## config.mk

```make
export PLATFORM = sky130hd
export DESIGN_NAME = nspi_rx_flat
export DESIGN_NICKNAME = d
export VERILOG_FILES = /design/src/rtl/nspi_rx_if.sv /design/src/rtl/nspi_rx.sv /design/src/flat_wrapper.sv
export SDC_FILE = /design/constraint.sdc
export NUM_CORES = 1
export LEC_CHECK = 0
export BUFFER_PORTS_ARGS = -buffer_cell sky130_fd_sc_hd__buf_2
export CAP_MARGIN = 40
export CORE_ASPECT_RATIO = 0.8
export CORE_MARGIN = 1.5
export CORE_UTILIZATION = 51
export CTS_CLUSTER_SIZE = 8
export DETAILED_ROUTE_END_ITERATION = 10
export MAX_ROUTING_LAYER = met4
export PLACE_DENSITY = 0.71
export REMOVE_ABC_BUFFERS = 1
export SYNTH_ARGS = -nofsm -noshare
export SYNTH_HDL_FRONTEND = slang
export SYNTH_SLANG_ARGS = --single-unit
```

## constraint.sdc

```tcl
create_clock -name clk -period 1.5 [get_ports clk]
set_input_delay 0.375 -clock clk [delete_from_list [all_inputs] [get_ports clk]]
set_output_delay 0.375 -clock clk [all_outputs]
set_load 0.05 [all_outputs]
```

## src/rtl/nspi_rx_if.sv

```systemverilog
// ============================================================================
// nspi_rx_if : serial input lanes and word handshake of the nspi_rx receiver
// Rev 1.0
// ============================================================================
`default_nettype none

interface nspi_rx_if #(
   parameter int CHANNEL_NUMBER = 2,
   parameter int SPI_SIZE       = 8
);
   logic                      spi_clk;
   logic [CHANNEL_NUMBER-1:0] spi_mosi;
   logic [SPI_SIZE-1:0]       data_out [CHANNEL_NUMBER];
   logic                      data_valid;
   logic                      data_ready;
   logic                      overrun;
   logic                      busy;

   modport master (
      output spi_clk, spi_mosi, data_ready,
      input  data_out, data_valid, overrun, busy
   );

   modport slave (
      input  spi_clk, spi_mosi, data_ready,
      output data_out, data_valid, overrun, busy
   );
endinterface

`default_nettype wire

```

## src/rtl/nspi_rx.sv

```systemverilog
// ============================================================================
// nspi_rx : multi-lane SPI mode-0 receiver, words presented via valid/ready
// Rev 1.0
// ============================================================================
`default_nettype none

module nspi_rx #(
   parameter int CHANNEL_NUMBER = 2,
   parameter int SPI_SIZE       = 8,
   parameter int MSB_FIRST      = 1,
   parameter int TIMEOUT        = 64
) (
   input  logic     clk,
   input  logic     rst,
   nspi_rx_if.slave bus
);
   localparam int CNT_W = $clog2(SPI_SIZE + 1);
   localparam int TO_W  = $clog2(TIMEOUT + 1);

   typedef enum logic [0:0] {
      S_IDLE  = 1'b0,
      S_SHIFT = 1'b1
   } state_t;

   state_t                    state_q, state_d;
   logic [1:0]                sclk_sync_q;
   logic                      sclk_prev_q;
   logic [CHANNEL_NUMBER-1:0] mosi_meta_q, mosi_sync_q;
   logic [CNT_W-1:0]          cnt_q, cnt_d;
   logic [TO_W-1:0]           to_q, to_d;
   logic                      valid_q, valid_d;
   logic                      ovr_q, ovr_d;
   logic                      w_edge;
   logic                      w_done;

   // MOSI gets the same two-stage depth as spi_clk so data and edge stay aligned
   always_ff @(posedge clk or negedge rst) begin
      if (!rst) begin
         sclk_sync_q <= '0;
         sclk_prev_q <= 1'b0;
         mosi_meta_q <= '0;
         mosi_sync_q <= '0;
      end else begin
         sclk_sync_q <= {sclk_sync_q[0], bus.spi_clk};
         sclk_prev_q <= sclk_sync_q[1];
         mosi_meta_q <= bus.spi_mosi;
         mosi_sync_q <= mosi_meta_q;
      end
   end

   assign w_edge = sclk_sync_q[1] & ~sclk_prev_q;

   always_comb begin
      state_d = state_q;
      cnt_d   = cnt_q;
      to_d    = to_q;
      w_done  = 1'b0;
      case (state_q)
         S_IDLE: begin
            to_d = '0;
            if (w_edge) begin
               cnt_d   = CNT_W'(1);
               state_d = S_SHIFT;
            end
         end
         S_SHIFT: begin
            if (w_edge) begin
               to_d = '0;
               if (cnt_q == CNT_W'(SPI_SIZE - 1)) begin
                  w_done  = 1'b1;
                  cnt_d   = '0;
                  state_d = S_IDLE;
               end else begin
                  cnt_d = cnt_q + CNT_W'(1);
               end
            end else if (to_q == TO_W'(TIMEOUT - 1)) begin
               // stalled frame: drop the partial word silently
               cnt_d   = '0;
               to_d    = '0;
               state_d = S_IDLE;
            end else begin
               to_d = to_q + TO_W'(1);
            end
         end
         default: begin
            state_d = S_IDLE;
            cnt_d   = '0;
            to_d    = '0;
         end
      endcase
   end

   assign valid_d = w_done | (valid_q & ~bus.data_ready);
   assign ovr_d   = w_done & valid_q & ~bus.data_ready;

   always_ff @(posedge clk or negedge rst) begin
      if (!rst) begin
         state_q <= S_IDLE;
         cnt_q   <= '0;
         to_q    <= '0;
         valid_q <= 1'b0;
         ovr_q   <= 1'b0;
      end else begin
         state_q <= state_d;
         cnt_q   <= cnt_d;
         to_q    <= to_d;
         valid_q <= valid_d;
         ovr_q   <= ovr_d;
      end
   end

   for (genvar c = 0; c < CHANNEL_NUMBER; c++) begin : g_lane
      logic [SPI_SIZE-1:0] shift_q, shift_d;
      logic [SPI_SIZE-1:0] data_q;

      if (MSB_FIRST != 0) begin : g_msb
         assign shift_d = {shift_q[SPI_SIZE-2:0], mosi_sync_q[c]};
      end else begin : g_lsb
         assign shift_d = {mosi_sync_q[c], shift_q[SPI_SIZE-1:1]};
      end

      always_ff @(posedge clk or negedge rst) begin
         if (!rst) begin
            shift_q <= '0;
            data_q  <= '0;
         end else begin
            if (w_edge) shift_q <= shift_d;
            if (w_done) data_q  <= shift_d;
         end
      end

      assign bus.data_out[c] = data_q;
   end

   assign bus.data_valid = valid_q;
   assign bus.overrun    = ovr_q;
   assign bus.busy       = (state_q == S_SHIFT);
endmodule

`default_nettype wire

```

## src/flat_wrapper.sv

```systemverilog
// flat-port wrapper written by rule: the top's interface ports become plain ports
module nspi_rx_flat 
#(
   parameter int CHANNEL_NUMBER = 2,
   parameter int SPI_SIZE       = 8,
   parameter int MSB_FIRST      = 1,
   parameter int TIMEOUT        = 64
)
  (clk, rst, bus_spi_clk, bus_spi_mosi, bus_data_ready, bus_data_out, bus_data_valid, bus_overrun, bus_busy);
  nspi_rx_if #(.CHANNEL_NUMBER(CHANNEL_NUMBER), .SPI_SIZE(SPI_SIZE)) bus_i ();
  input  logic clk;
  input  logic rst;
  input wire logic [$bits(bus_i.spi_clk)-1:0] bus_spi_clk;
  input wire logic [$bits(bus_i.spi_mosi)-1:0] bus_spi_mosi;
  input wire logic [$bits(bus_i.data_ready)-1:0] bus_data_ready;
  output wire logic [$bits(bus_i.data_out)-1:0] bus_data_out;
  output wire logic [$bits(bus_i.data_valid)-1:0] bus_data_valid;
  output wire logic [$bits(bus_i.overrun)-1:0] bus_overrun;
  output wire logic [$bits(bus_i.busy)-1:0] bus_busy;
  assign bus_i.spi_clk = bus_spi_clk;
  assign bus_i.spi_mosi = bus_spi_mosi;
  assign bus_i.data_ready = bus_data_ready;
  assign bus_data_out = {>>{bus_i.data_out}};
  assign bus_data_valid = bus_i.data_valid;
  assign bus_overrun = bus_i.overrun;
  assign bus_busy = bus_i.busy;
  nspi_rx #(.CHANNEL_NUMBER(CHANNEL_NUMBER), .SPI_SIZE(SPI_SIZE), .MSB_FIRST(MSB_FIRST), .TIMEOUT(TIMEOUT)) u_core (.clk(clk), .rst(rst), .bus(bus_i));
endmodule
```

# Word level (Yosys, flattened, before mapping)

Cells that the tools add are included.

Flip-flop bits (word level): 51
Logic and storage cells: 44
Input port bits: 6
Output and inout port bits: 19

Equal/unequal tests: 4
Bitwise gates (word level): 8
Muxes and demuxes: 16
$add $sub $neg: 2
Reductions and logical operators: 1

Operator list:

| kind                  | count |
|---|---|
| $mux W4               | 4 |
| $mux W7               | 2 |
| $pmux W7 S2           | 1 |
| $pmux W4 S2           | 1 |
| $add A7 B1 Y7 const B | 1 |
| $eq A7 B6 Y1 const B  | 1 |
| $mux W1               | 7 |
| $add A4 B1 Y4 const B | 1 |
| $and A1 B1 Y1         | 4 |
| $eq A4 B3 Y1 const B  | 1 |
| $ne A3 B3 Y1 const B  | 1 |
| $not A1 Y1            | 3 |
| $ne A2 B1 Y1 const B  | 1 |
| $pmux W1 S2           | 1 |
| $reduce_and A2 Y1     | 1 |
| $or A1 B1 Y1          | 1 |

# Depth between registers and ports, before layout

Gate-level depths: netlist of run 1.

Depth after elaboration: 6
Depth in mapped cells: 6
Mapped depth without buffers: 4

# Worst setup path before layout of run 1

Ideal clock, no wire load.

Path kind: reg2reg
From: register u_core.state_q, in the netlist u_core.bus.busy
To: register u_core.g_lane[0].data_q[7]
Data required time: 1.375 ns
Period minus slack after synthesis: 1.721 ns
Path slack: -0.221 ns
Cell stages (with the launch flop): 6
Setup time: 0.125 ns
Arrival: 1.596 ns
Path buffers: 3
Cell sequence: dfrtp_1 -> buf_2 -> and3_4 -> buf_6 -> buf_12 -> mux2_4

Cells in the longest elaborated chain, start to end: 1

Ends and longest elaborated chain:

| item                   | RTL line       | text |
|---|---|---|
| start, declared        | nspi_rx.sv:25  | `state_t state_q, state_d;` |
| start signal, assigned | nspi_rx.sv:104 | `state_q <= state_d;` |
| $mux W1                | nspi_rx.sv:58  | `case (state_q)` |
| end signal, assigned   | nspi_rx.sv:128 | `if (w_done) data_q <= shift_d;` |
| end, declared          | nspi_rx.sv:114 | `logic [SPI_SIZE-1:0] data_q;` |

Every way passes these cells.
A chain may end at the register's enable or synchronous reset.

# Worst setup path in the final report of run 1

From: register u_core.cnt_q[1]
To: register u_core.g_lane[0].data_q[3]

Cells in the longest elaborated chain, start to end: 4

Ends and longest elaborated chain:

| item                   | RTL line       | text |
|---|---|---|
| start, declared        | nspi_rx.sv:29  | `logic [CNT_W-1:0] cnt_q, cnt_d;` |
| start signal, assigned | nspi_rx.sv:105 | `cnt_q <= cnt_d;` |
| $eq A4 B3 Y1           | nspi_rx.sv:69  | `if (cnt_q == CNT_W'(SPI_SIZE - 1)) begin` |
| $mux W1                | nspi_rx.sv:69  |  |
| $mux W1                | nspi_rx.sv:67  | `if (w_edge) begin` |
| $mux W1                | nspi_rx.sv:58  |  |

Every way passes these cells.

==> flow_metrics.env, run 1 <==
export IMPL_period_share=1.009
export IMPL_synth_area_um2=2009
export IMPL_ys_flop_type="dfrtp_1"
export IMPL_die_area_um2=4328
export IMPL_numPortBuffers=24
export IMPL_n_fill_cell=280
export IMPL_dp_cells=244
export IMPL_h_tree_depth=2
export IMPL_synthCells=160
export IMPL_die_w_um=73.18
export IMPL_synth_edf_count=0
export IMPL_worstPathRequired_ps=1690
export IMPL_coreArea_um2=3779
export IMPL_dpl_hpwl_um=2458
export IMPL_hold_viol=0
export IMPL_gp_congestion=0.8102
export IMPL_antenna_found_initial=0
export IMPL_cts_buffers=5
export IMPL_design_area_um2=2542
export IMPL_tightest_slew_ps=385.4
export IMPL_min_path_type="input port to flop"
export IMPL_synth_avg_cell_area_um2=12.56
export IMPL_start_util=0.5318
export IMPL_avgViaCountPerCell=5.061
export IMPL_grt_total_usage=0.2140
export IMPL_routed_wirelength_um=3868
export IMPL_synthToLayoutAreaGrowth_pct=26.53
export IMPL_leakagePower_uw=0.001313
export IMPL_fin_cells=264
export IMPL_setup_tns_ps=-68.40
export IMPL_drcViolationCount=0
export IMPL_drv_cap=0
export IMPL_irDropWorstVdd_mv=0.8256
export IMPL_cts_sinks=51
export IMPL_final_net_count=216
export IMPL_clk_latency_ps=300
export IMPL_io_pins=25
export IMPL_crit_fanout=6
export IMPL_multi_input_area_um2=753.2
export IMPL_first_iter_violations=86
export IMPL_power_density_nw_per_um2=1538
export IMPL_fin_skew_ps=9.625
export IMPL_ant_nets=0
export IMPL_first_pass_iters=5
export IMPL_seq_area_frac_synth=0.6351
export IMPL_min_period_ps=1513
export IMPL_yosysWarnings=0
export IMPL_placed_area_um2=2241
export IMPL_cts_root_buf="clkbuf_8"
export IMPL_fp_row_count=20
export IMPL_rsz0062_at_grt="yes"
export IMPL_diodes=0
export IMPL_cts_tree="yes"
export IMPL_grt_pass1_vias=1384
export IMPL_grt_pass1_wl_um=6458
export IMPL_critPathLaunchType="flop"
export IMPL_regArea_um2=1277
export IMPL_clk_path_buf_depth=2
export IMPL_ys_ff_latch=51
export IMPL_async_flop_share=1.000
export IMPL_grt_max_degree=37
export IMPL_final_layout_size_suffix_gt1_frac=0.3971
export IMPL_status="complete, but fails checks"
export IMPL_fin_ws_ps=-12.95
export IMPL_critPathKind="flop to flop"
export IMPL_wl_per_cell_um=14.65
export IMPL_vias=1336
export IMPL_max_slew_margin_rel=0.7431
export IMPL_critPathArrivalTime_ps=1700
export IMPL_die_y_um=59.14
export IMPL_setup_violations=9
export IMPL_pre_cts_ws_ps=-185.4
export IMPL_total_power_uw=3910
export IMPL_synth_cell_type_count=32
export IMPL_fmax_mhz=661.0
export IMPL_setup_worst_path_end_class="flop"
export IMPL_path_clk_slew_ps=90
export IMPL_violations="negative setup slack"
export IMPL_overflow=0
export IMPL_drv_slew=0
[worst max-delay path, stage by stage (launching register included)]
cell and delay, ps:
dfrtp_1 360, ha_2 190, and3b_2 260, and3_4 270, mux2_4 310
[sequential cells by signal, summed over array words and instances, names as in the netlist, 2 cells and up]
signal,cells
u_core.sclk_sync_q,2
u_core.mosi_sync_q,2
u_core.cnt_q,4
u_core.mosi_meta_q,2
u_core.g_lane.shift_q,14
u_core.to_q,7
u_core.g_lane.data_q,16
[per-layer routing]
metal / track usage / vias to the layer above / wire length [µm]
met5: - / - / 0
met4: 0.1024 / 0 / 56
met2: 0.3558 / 30 / 1967
li1: - / 634 / -
met1: 0.2480 / 667 / 1719
met3: 0.04762 / 5 / 124
[power by group]
part | internal, µW | leakage, µW | switching (µW)
Combinational | 431 | 0.000579 | 628
Clock | 665 | 0.0000644 | 440
Sequential | 1590 | 0.000670 | 152
Total | 2690 | 0.00131 | 1220
[placed cells by master, fill, tap and decap left out, drive strengths merged]
cell type and instances:
and2 1, dlygate4sd3 1, a32o 2, mux2 16, and3 5, dfrtp 51
xor2 4, o2bb2ai 1, o311ai 2, o41a 1, a21oi 1, or3 2
o2111a 1, nand2b 1, clkinvlp 1, a21o 1, inv 3, nor2b 1
clkbuf 5, nand2 46, bufinv 2, ha 2, buf 44, xnor2 1
nor2 5, nand3 4, o21ai 4, and3b 1
[stage by stage]
stage / hold slack (ps) / utilization
6_report: 176.2 / 0.6728
5_1_grt: 163.4 / 0.6728
4_1_cts: 163.4 / 0.6477
3_5_place_dp: 308.0 / 0.5930
3_3_place_gp: 303.9 / 0.5930
2_1_floorplan: 79.41 / -
[synth_stat cells (all sizes together), types with 2 or more instances]
library cell,n,area (µm²)
a32o,2,20.02
and3,2,18.77
buf,6,56.30
dfrtp,51,1276
ha,2,25.02
inv,3,11.26
mux2,16,210.2
nand2,46,172.7
nand3,4,20.02
nor2,5,18.77
o21ai,4,20.02
o311ai,2,25.03
or3,2,13.77
xor2,4,35.03
[logic make-up (layout without fill, tap and decap cells)]
family | count (synthesis) | after routing | share of synthesized area
AO/OA/AOI/OAI | 13 | 13 | 0.05480
XOR/XNOR | 5 | 5 | 0.02179
adder cells (fa/ha/maj) | 2 | 2 | 0.01245
buffers and inverters | 10 | 56 | 0.03549
flip-flops | 51 | 51 | 0.6351
multiplexers | 16 | 16 | 0.1046
AND/OR/NAND/NOR | 63 | 66 | 0.1358
[final timing paths]
kind                                                 start                                      to  slack [ps]  cells after the start
hold / removal                                 bus_spi_clk         u_core.sclk_sync_q[0]$_DFF_PN0_         180                      1
setup / recovery               u_core.cnt_q[1]$_DFFE_PN0P_  u_core.g_lane[0].data_q[3]$_DFFE_PN0P_         -10                      4
setup reg to reg               u_core.cnt_q[1]$_DFFE_PN0P_  u_core.g_lane[0].data_q[3]$_DFFE_PN0P_         -10                      4
hold reg to reg            u_core.sclk_sync_q[0]$_DFF_PN0_         u_core.sclk_sync_q[1]$_DFF_PN0_         360                      0
max in group asynchronous                              rst  u_core.g_lane[1].data_q[0]$_DFFE_PN0P_         470                      3
min in group asynchronous                              rst                u_core.to_q[2]$_DFF_PN0_         520                      2
[cell type report]
cell class              instances  share of cell area
flip-flops and latches         51              0.5025
multi-input cells             102              0.2963
repair buffers                 45              0.1161
clock buffers                   5             0.02707
well taps                      55             0.02707
clock inverters                 3             0.02657
inverters                       3            0.004429
[timing repair]
item                                    CTS  global route
pin swaps                                 1             6
cloned                                    3             0
gates resized for setup                   8            13
endpoints found under the setup margin   20            20
hold endpoints to repair                 15             0
setup buffers                             2             6
hold buffers                              1             0
Power figures use the tool's default switching activity.
==> run 2, diff against run 1 <==
Settings changed: CORE_UTILIZATION 51 to 60, PLACE_DENSITY 0.71 to 0.79.
Clock period 1.5 ns to 1.9 ns, I/O delays scaled along.
==> run 2 against run 1 <==
  * The run now ends clean
  * Core utilization is 3.7 points higher
  * Clock power down 50%
  * Maximum frequency down 12%
  * Sequential share of layout area increased by 7.2 points
  * Count of clock-buffer cells in the layout up 1
  * Routed wire length down 19%
  * Final cell count down 14%
  * Via count decreased by 9.1%
  * Largest power group unchanged
==> flow_metrics.env, run 2 (same netlist as run 1, synthesis figures left out) <==
export IMPL_status="finished clean"
export IMPL_critPathKind="flop to flop"
export IMPL_numPortBuffers=24
export IMPL_ant_nets=0
export IMPL_hold_viol=0
export IMPL_drv_slew=0
export IMPL_layout_commonest_cell="dfrtp_1"
export IMPL_wl_met2_um=1515
export IMPL_start_util=0.6419
export IMPL_final_layout_size_suffix_gt1_frac=0.2941
export IMPL_vias=1214
export IMPL_critPathLaunchType="flop"
export IMPL_post_cts_buffers=0
export IMPL_placed_area_um2=2150
export IMPL_grt_pass1_wl_um=5112
export IMPL_path_clk_slew_ps=80
export IMPL_max_slew_margin_rel=0.7058
export IMPL_cts_root_buf="clkbuf_8"
export IMPL_leakagePower_uw=0.001178
export IMPL_critPathArrivalTime_ps=1900
export IMPL_fin_skew_ps=4.152
export IMPL_design_area_um2=2222
export IMPL_grt_pass1_vias=1164
export IMPL_largest_register="u_core.g_lane.data_q"
export IMPL_gp_congestion=0.8756
export IMPL_min_period_ps=1718
export IMPL_fmax_mhz=582.0
export IMPL_worstPathRequired_ps=2080
export IMPL_die_w_um=67.70
export IMPL_top_layer="met4"
export IMPL_first_iter_violations=30
export IMPL_dpl_hpwl_um=2175
export IMPL_largest_reg_flops=16
export IMPL_die_y_um=54.76
export IMPL_coreArea_um2=3131
export IMPL_synthToLayoutAreaGrowth_pct=10.59
export IMPL_grt_total_usage=0.2022
export IMPL_reg_largest_list="u_core.g_lane.data_q: 16 flops, u_core.g_lane.shift_q: 14 flops, u_core.to_q: 7 flops"
export IMPL_wl_met1_um=1492
export IMPL_h_tree_depth=2
export IMPL_crit_fanout=18
export IMPL_cts_resized=0
export IMPL_grt_max_degree=31
export IMPL_avgViaCountPerCell=5.348
export IMPL_cts_buffers=5
export IMPL_final_net_count=196
export IMPL_irDropWorstVdd_mv=0.8404
export IMPL_rsz0062_at_grt="no"
export IMPL_antenna_found_initial=0
export IMPL_cts_sinks=51
export IMPL_dr_wl_met3_um=121
export IMPL_total_power_uw=2583
export IMPL_pre_cts_ws_ps=190.5
export IMPL_setup_worst_path_end_class="flop"
export IMPL_hold_buffers=0
export IMPL_fin_ws_ps=181.7
export IMPL_setup_violations=0
export IMPL_fp_row_count=18
export IMPL_first_pass_iters=4
export IMPL_drcViolationCount=0
export IMPL_period_share=0.9044
export IMPL_overflow=0
export IMPL_power_density_nw_per_um2=1162
export IMPL_min_path_type="input port to async pin"
export IMPL_die_area_um2=3707
export IMPL_clk_path_buf_depth=2
export IMPL_diodes=0
export IMPL_io_pins=25
export IMPL_rr_worst_depth=4
export IMPL_clk_latency_ps=290
export IMPL_cts_tree="yes"
export IMPL_tightest_slew_ps=440.5
export IMPL_wl_per_cell_um=13.87
export IMPL_routed_wirelength_um=3148
export IMPL_layout_common_cells="dfrtp_1, nand2_1, buf_2, mux2_4, mux2_2"
export IMPL_drv_cap=0
[run 2: cell count changes in the layout (fill, tap and decap cells not counted), moves of 2 or more]
cell       delta
buf_4        -16
mux2_2        +8
mux2_4        -8
and3_4        -2
bufinv_16     -2
ha_1          +2
[run 2: cell type report]
| type | count | area, µm² |
|---|---|---|
| Tap cell | 40 | 50.05 |
| Multi-Input combinational cell | 99 | 661.9 |
| Sequential cell | 51 | 1276 |
| Clock buffer | 6 | 72.57 |
| Fill cell | 229 | 908.4 |
| Timing Repair Buffer | 28 | 150.1 |
| Inverter | 3 | 11.26 |
[run 2: final timing paths]
kind | slack, ps | endpoint | start
worst max-delay path | 180 | u_core.g_lane[0].data_q[6]$_DFFE_PN0P_ | u_core.cnt_q[0]$_DFFE_PN0P_
worst min-delay path | 150 | u_core.to_q[0]$_DFF_PN0_ | rst
worst max register to register | 180 | u_core.g_lane[0].data_q[6]$_DFFE_PN0P_ | u_core.cnt_q[0]$_DFFE_PN0P_
worst min register to register | 350 | u_core.mosi_sync_q[1]$_DFF_PN0_ | u_core.mosi_meta_q[1]$_DFF_PN0_
max in group asynchronous | 1440 | u_core.g_lane[0].shift_q[2]$_DFFE_PN0P_ | rst
min in group clk | 290 | u_core.mosi_meta_q[1]$_DFF_PN0_ | bus_spi_mosi[1]
[run 2: critical path, stage by stage (launching register included)]
cell and delay, ps:
dfrtp_1 420, ha_1 210, and3b_1 210, and3_4 390, mux2_2 380
[run 2: report_power, final]
part           total (µW)  switching (µW)  internal, µW
Clock                 546             301           246
Combinational         650             434           216
Sequential           1390             128          1260
Total                2580             863          1720
[run 2: routing by layer]
metal | GRT usage | vias to the layer above
li1 | - | 588
met1 | 0.2479 | 600
met2 | 0.3170 | 23
met3 | 0.05967 | 3
met4 | 0.08503 | 0
met5 | - | -
[run 2: metrics by stage]
step	utilization	instances	setup TNS [ps]	hold slack, ps
2_1_floorplan	-	153	-194.7	179.4
3_3_place_gp	0.6867	221	0	335.4
5_1_grt	0.7098	227	0	178.1
3_5_place_dp	0.6867	221	0	341.1
6_report	0.7098	227	0	149.3
4_1_cts	0.7098	227	0	155.5
